<file path="src/rtl/regbank_reader.sv">
// regbank_reader: read-side client for the register bank.
// On start it walks a contiguous, wrapping address range through one bank
// read port and streams each captured word out on a valid/ready interface.
//
// Ports:
//   clk, rst_n            clock, asynchronous active-low reset
//   start, base, count    dump request; base/count sampled with start
//   abort                 synchronous cancel of the dump in progress
//   rd_addr / rd_data     bank read select (registered) / combinational data
//   out_data, out_addr    captured word and the address it came from
//   out_last              marks the final word of the dump
//   out_valid, out_ready  output handshake
//   busy, done            dump in progress / one-cycle completion pulse
module regbank_reader #(
  parameter int unsigned AW = 5,
  parameter int unsigned DW = 32,
  parameter int unsigned CW = 6
) (
  input  logic          clk,
  input  logic          rst_n,
  input  logic          start,
  input  logic [AW-1:0] base,
  input  logic [CW-1:0] count,
  input  logic          abort,
  output logic [AW-1:0] rd_addr,
  input  logic [DW-1:0] rd_data,
  output logic [DW-1:0] out_data,
  output logic [AW-1:0] out_addr,
  output logic          out_last,
  output logic          out_valid,
  input  logic          out_ready,
  output logic          busy,
  output logic          done
);

  typedef enum logic [1:0] {StIdle, StRead, StDrain} state_e;

  state_e        r_state;
  logic [CW-1:0] r_remaining;
  logic [AW-1:0] r_rd_addr;
  logic [DW-1:0] r_out_data;
  logic [AW-1:0] r_out_addr;
  logic          r_out_last;
  logic          r_out_valid;
  logic          r_busy;
  logic          r_done;

  // Output slot can take a new word when empty or being drained this edge.
  logic w_slot_free;
  assign w_slot_free = !r_out_valid || out_ready;

  always_ff @(posedge clk or negedge rst_n) begin
    if (!rst_n) begin
      r_state     <= StIdle;
      r_remaining <= '0;
      r_rd_addr   <= '0;
      r_out_data  <= '0;
      r_out_addr  <= '0;
      r_out_last  <= 1'b0;
      r_out_valid <= 1'b0;
      r_busy      <= 1'b0;
      r_done      <= 1'b0;
    end else begin
      r_done <= 1'b0;
      unique case (r_state)
        StIdle: begin
          if (start) begin
            if (count != '0) begin
              r_rd_addr   <= base;
              r_remaining <= count;
              r_busy      <= 1'b1;
              r_state     <= StRead;
            end else begin
              // Empty dump: complete immediately without producing beats.
              r_done <= 1'b1;
            end
          end
        end
        StRead: begin
          if (abort) begin
            r_out_valid <= 1'b0;
            r_out_last  <= 1'b0;
            r_busy      <= 1'b0;
            r_done      <= 1'b1;
            r_state     <= StIdle;
          end else if (w_slot_free) begin
            r_out_data  <= rd_data;
            r_out_addr  <= r_rd_addr;
            r_out_valid <= 1'b1;
            r_out_last  <= (r_remaining == CW'(1));
            r_rd_addr   <= r_rd_addr + AW'(1);  // wraps at bank end
            r_remaining <= r_remaining - CW'(1);
            if (r_remaining == CW'(1)) begin
              r_state <= StDrain;
            end
          end
        end
        StDrain: begin
          if (abort) begin
            r_out_valid <= 1'b0;
            r_out_last  <= 1'b0;
            r_busy      <= 1'b0;
            r_done      <= 1'b1;
            r_state     <= StIdle;
          end else if (r_out_valid && out_ready) begin
            r_out_valid <= 1'b0;
            r_out_last  <= 1'b0;
            r_busy      <= 1'b0;
            r_done      <= 1'b1;
            r_state     <= StIdle;
          end
        end
        default: r_state <= StIdle;
      endcase
    end
  end

  assign rd_addr   = r_rd_addr;
  assign out_data  = r_out_data;
  assign out_addr  = r_out_addr;
  assign out_last  = r_out_last;
  assign out_valid = r_out_valid;
  assign busy      = r_busy;
  assign done      = r_done;

endmodule

</file>
<file path="config.mk">
export PLATFORM = sky130hd
export DESIGN_NAME = regbank_reader
export DESIGN_NICKNAME = d
export VERILOG_FILES = /design/src/rtl/regbank_reader.sv
export SDC_FILE = /design/constraint.sdc
export NUM_CORES = 1
export LEC_CHECK = 0
export BUFFER_PORTS_ARGS = -buffer_cell sky130_fd_sc_hd__buf_4
export CORE_MARGIN = 10
export CORE_UTILIZATION = 49
export DETAILED_ROUTE_END_ITERATION = 12
export PLACE_DENSITY = 0.79
export SLEW_MARGIN = 5
export SYNTH_ARGS = -nofsm -noshare
export SYNTH_HDL_FRONTEND = slang
export SYNTH_SLANG_ARGS = --single-unit
export TNS_END_PERCENT = 50
</file>
<file path="constraint.sdc">
create_clock -name clk -period 2.23 [get_ports clk]
set_input_delay 0.446 -clock clk [delete_from_list [all_inputs] [get_ports clk]]
set_output_delay 0.446 -clock clk [all_outputs]
set_load 0.01 [all_outputs]
</file>
Word level (Yosys, flattened, before mapping)
Cells that the tools add are included.
W data, S select, Z words.
{"block": "op_classes", "addsub": 2, "eq_ne": 11, "n_mux": 36, "n_bitwise": 1, "n_reduce_logical": 13}
{"cell": "$mux W6", "n": 4}
{"cell": "$mux W5", "n": 4}
{"cell": "$reduce_and A5 Y1", "n": 3}
{"cell": "$mux W1", "n": 14}
{"cell": "$mux W2", "n": 7}
{"cell": "$pmux W6 S2", "n": 1}
{"cell": "$ne A2 B2 Y1 const B", "n": 5}
{"cell": "$pmux W5 S2", "n": 1}
{"cell": "$ne A3 B3 Y1 const B", "n": 3}
{"cell": "$eq A6 B1 Y1 const B", "n": 1}
{"cell": "$pmux W1 S3", "n": 2}
{"cell": "$pmux W2 S3", "n": 1}
{"cell": "$reduce_and A3 Y1", "n": 2}
{"cell": "$reduce_bool A6 Y1", "n": 1}
{"cell": "$sub A6 B1 Y6 const B", "n": 1}
{"cell": "$add A5 B1 Y5 const B", "n": 1}
{"cell": "$pmux W1 S2", "n": 2}
{"cell": "$reduce_bool A2 Y1", "n": 2}
{"cell": "$reduce_bool A3 Y1", "n": 1}
{"cell": "$eq A2 B1 Y1 const B", "n": 1}
{"cell": "$eq A2 B2 Y1 const B", "n": 1}
{"cell": "$logic_not A2 Y1", "n": 1}
{"cell": "$logic_and A1 B1 Y1", "n": 1}
{"cell": "$logic_not A1 Y1", "n": 1}
{"cell": "other kinds (2)", "n": 2}
{"block": "word_totals", "ff_bits": 54, "in_bits": 48, "out_inout_bits": 46, "wordCells": 72}

Depth between registers and ports, before layout
{"block": "depth", "word_depth": 5, "mapped_depth": 9}

Least setup slack after synthesis
OpenSTA, ideal clock, no wires.
{"block": "synth_timing", "kind": "input-to-reg", "start": "in count[1]", "end": "reg r_state[0]", "setup_time_ns": 0.128, "t_arrival_ns": 1.620, "required_time_ns": 2.102, "setup_slack_ns": 0.483, "path_stages": 4, "path_cell_list": "or4_4 -> o31ai_4 -> a211oi_1 -> mux2_1"}
{"block": "synth_via", "elab_chain_len": 3}
{"item": "from (decl)", "line": "23", "rtl": "input logic [CW-1:0] count,"}
{"item": "$reduce_bool A6 Y1", "line": "68", "rtl": "if (count != '0) begin"}
{"item": "$ne A2 B2 Y1 (no source line)"}
{"item": "$reduce_and A5 Y1 (no source line)"}
{"item": "to (signal assigned)", "line": "72", "rtl": "r_state <= StRead;"}
{"item": "to (signal assigned)", "line": "85", "rtl": "r_state <= StIdle;"}
{"item": "to (signal assigned)", "line": "94", "rtl": "r_state <= StDrain;"}
{"item": "to (decl)", "line": "38", "rtl": "state_e r_state;"}
No other way between the ends.
A chain may end at the register's enable or synchronous reset.

Final worst setup path
{"block": "layout_timing", "start": "reg r_state[1]", "end": "reg r_remaining[2]"}
{"block": "layout_via", "elab_chain_len": 3}
{"item": "from (signal assigned)", "line": "54", "rtl": "r_state <= StIdle;"}
{"item": "from (signal assigned)", "line": "72"}
{"item": "from (signal assigned)", "line": "85"}
{"item": "$eq A2 B1 Y1 or $logic_not A2 Y1 (tied branches)", "line": "65", "rtl": "unique case (r_state)"}
{"item": "$ne A2 B2 Y1 (no source line) or $reduce_bool A2 Y1 (tied branches)"}
{"item": "$reduce_and A5 Y1 (no source line)"}
{"item": "to (signal assigned)", "line": "70", "rtl": "r_remaining <= count;"}
{"item": "to (signal assigned)", "line": "92", "rtl": "r_remaining <= r_remaining - CW'(1);"}
{"item": "to (decl)", "line": "39", "rtl": "logic [CW-1:0] r_remaining;"}
Several ways; a longest one is shown, not always the timed one.

==> flow_summary.json <==
{
  "outcome": "finished clean",
  "number_of_different_library_cells_in_the_post_synthesis_netlist": 38,
  "cell_area_after_synthesis_um2": 2550,
  "final.min_clock_period_ns": 1.94,
  "worst_skew_pair.late_latency_ns": 0.30,
  "synth_top_flop_cell": "sky130_fd_sc_hd__dfrtp_1",
  "crit_path_start_kind": "flop",
  "cts_tree": "built",
  "place_congestion": 0.873,
  "hold_class": "input pin to async pin",
  "ys_seq_area_frac": 0.530,
  "multi_input_gate_area_um2": 1100,
  "final_setup_viols": 0,
  "finClkSkew_ns": 0.00424,
  "routed_wire_per_std_cell_um": 14.8,
  "crit_type": "flop to flop",
  "num-fill-cells": 416,
  "clk_slew_on_worst_s_h_paths_ns": 0.09,
  "portBuffers": 93,
  "post-cts-setup-buffer-count": 0,
  "crit_arrival_ns": 2.15,
  "boundaryPins": 94,
  "antenna-diode-count": 0,
  "post_synth.cell_area_avg_um2": 8.94,
  "h-tree-depth": 2,
  "edff_count_synth": 0,
  "fin_setup_tns_ns": 0,
  "initial_utilization": 0.502,
  "clk_root_buffer_cell": "sky130_fd_sc_hd__clkbuf_8",
  "critical_path_required_ns": 2.44,
  "static-leakage-power_uw": 0.00178,
  "worstPathCellList": "inv_1 -> ha_1 -> buf_4 -> nand2b_1 -> o21ai_1 -> nand2_2 -> o31ai_1",
  "first_global_vias": 2349,
  "place.detailed.hpwl_mm": 5.25,
  "total_power_draw_uw": 4560,
  "cap_viol_max_count": 0,
  "finish.net_count": 437,
  "post-route-util": 0.672,
  "grt-ovfl-total": 0,
  "synthesis.nets": 341,
  "worst_path_largest_cell_delay_ns": 0.40,
  "maxSlewViolCount": 0,
  "cp-end-kind": "flop",
  "route.antenna.remaining_nets": 0,
  "syn_to_final_growth_pct": 33.8,
  "drt_pass1_iterations": 4,
  "placeableCoreArea_um2": 5070,
  "cts.path.max_buffers": 2,
  "die_width_um": 92.1,
  "total_number_of_vias": 2261,
  "layoutNonFillerInstCount": 451,
  "grt_max_degree": 55,
  "route.detailed.vias_per_inst": 5.01,
  "drtIter0Drc": 130,
  "ys_ff_latch": 54,
  "worst_slew_pin_slew_ns": 0.671,
  "hold_violations": 0,
  "die_y_um": 92.1,
  "fin_crit_share": 0.870,
  "dp_cells": 444,
  "ys_warn_count": 0,
  "worst_ir_drop_vdd_uv": 662,
  "max_slew_margin": 0.552,
  "area.sequential_um2": 1350,
  "first_pass_grt_wire_length_mm": 11.2,
  "rows": 26,
  "drt_wl_total_mm": 6.69,
  "p_per_area_nw_per_um2": 1340,
  "cts_buffers": 5,
  "setup_repair_after_global_routing_missed_its_margin": "no",
  "antenna_found_initial": 0,
  "crit_slowest_cell": "sky130_fd_sc_hd__dfrtp_1",
  "cts_sinks": 54,
  "async_flop_share": 1.00,
  "critical_path_peak_fanout": 16,
  "grt_use_total": 0.157,
  "hold_ws_ns": 0.161,
  "synthesis.instances": 285,
  "post_route_cells_drive_above_1_share": 0.302,
  "detail_route.drc_violations": 0,
  "timing.fmax_mhz": 516,
  "die-area_um2": 8480
}
cell type report:
cell class                 instances  share of cell area
sequential                        54               0.396
inverter                           9             0.00991
multi-input combinational        210               0.322
tap                               70              0.0257
clock inverter                     1             0.00220
clock buffer                       6              0.0213
timing repair buffer             101               0.222
repair_timing:
| action | CTS | global route |
|---|---|---|
| resized for setup | 0 | 2 |
| hold buffers | 0 | 0 |
| hold endpoints to repair | 0 | 0 |
| endpoints found under the setup margin | 0 | 2 |
power breakdown:
group	total (uW)	internal (uW)	switching (uW)
Combinational	2290	1050	1240
Clock	519	216	303
Sequential	1750	1430	316
synthesized netlist by cell type, types with 4 or more instances:
master / n / area [um2]
sky130_fd_sc_hd__nand3_1: 6 / 30.0
sky130_fd_sc_hd__dfrtp_1: 54 / 1350
sky130_fd_sc_hd__nand2_1: 115 / 432
sky130_fd_sc_hd__o21ai_0: 14 / 70.1
sky130_fd_sc_hd__nor3_1: 4 / 20.0
sky130_fd_sc_hd__inv_1: 9 / 33.8
sky130_fd_sc_hd__ha_1: 8 / 100
sky130_fd_sc_hd__nand2b_1: 6 / 37.5
sky130_fd_sc_hd__nor2_1: 10 / 37.5
sky130_fd_sc_hd__clkbuf_1: 6 / 22.5
sky130_fd_sc_hd__a31oi_1: 5 / 31.3
sky130_fd_sc_hd__a21oi_1: 10 / 50.1
cells in the final DEF, fill, tap and decap left out, drive strengths merged, types with 2 or more instances in the layout:
cell | netlist | routed
ha | 8 | 8
nand2b | 6 | 6
nand3 | 6 | 6
o31ai | 4 | 4
clkbuf | 7 | 6
a211oi | 2 | 2
a21oi | 10 | 10
dfrtp | 54 | 54
nor2b | 3 | 3
mux2i | 2 | 2
nor2 | 10 | 10
nand4 | 2 | 2
a31oi | 5 | 5
o22ai | 3 | 3
nor3 | 4 | 4
buf | 5 | 101
o21ai | 14 | 14
nand2 | 116 | 116
a2bb2oi | 2 | 2
inv | 9 | 9
worst paths after layout:
check                                    startpoint  slack, ns  depth (start not counted)                    endpoint
setup reg to reg             r_state[1]$_DFFE_PN0P_       0.29                          7  r_remaining[2]$_DFFE_PN0P_
min in group clk                        rd_data[15]       0.33                          3    out_data[15]$_DFFE_PN0P_
hold reg to reg            out_data[18]$_DFFE_PN0P_       0.48                          2    out_data[18]$_DFFE_PN0P_
setup / recovery             r_state[1]$_DFFE_PN0P_       0.29                          7  r_remaining[2]$_DFFE_PN0P_
hold / removal                                rst_n       0.16                          1     out_addr[1]$_DFFE_PN0P_
max in group asynchronous                     rst_n       1.60                          1     out_data[0]$_DFFE_PN0P_
worst max-delay path: cells and delay by family (launching register included):
kind,cells,cell delay (ns)
compound gates,2,0.52
flops,1,0.40
simple gates,2,0.39
buf+inv,2,0.30
fa+ha+maj,1,0.24
layer usage:
layer | routed length, um | global-route usage | part of all wire
met5 | 0 | 0 | 0
met4 | 60 | 0.0321 | 0.0090
met3 | 539 | 0.0570 | 0.081
met2 | 3030 | 0.248 | 0.45
met1 | 3070 | 0.201 | 0.46
metrics by stage:
stage          cell area (um2)  setup WS, ns
4_1_cts                   3410         0.244
3_3_place_gp              3330         0.260
5_1_grt                   3410        0.0508
6_report                  3410         0.290
3_5_place_dp              3330         0.222
2_1_floorplan             2550         0.483
logic make-up after synthesis:
| logic type | after synthesis | synth area share |
|---|---|---|
| AO/OA/AOI/OAI | 47 | 0.126 |
| multiplexers | 3 | 0.0123 |
| flip-flops | 54 | 0.530 |
| adder cells (fa/ha/maj) | 8 | 0.0393 |
| AND/OR/NAND/NOR | 152 | 0.252 |
| buffers and inverters | 21 | 0.0398 |
state kept, by name, summed over array words and instances, names as in the netlist:
| name | flops |
|---|---|
| r_remaining | 6 |
| rd_addr | 5 |
| out_last | 1 |
| busy | 1 |
| r_state | 2 |
| out_data | 32 |
| done | 1 |
| out_addr | 5 |
| out_valid | 1 |
(Power assumes the default switching activity.)
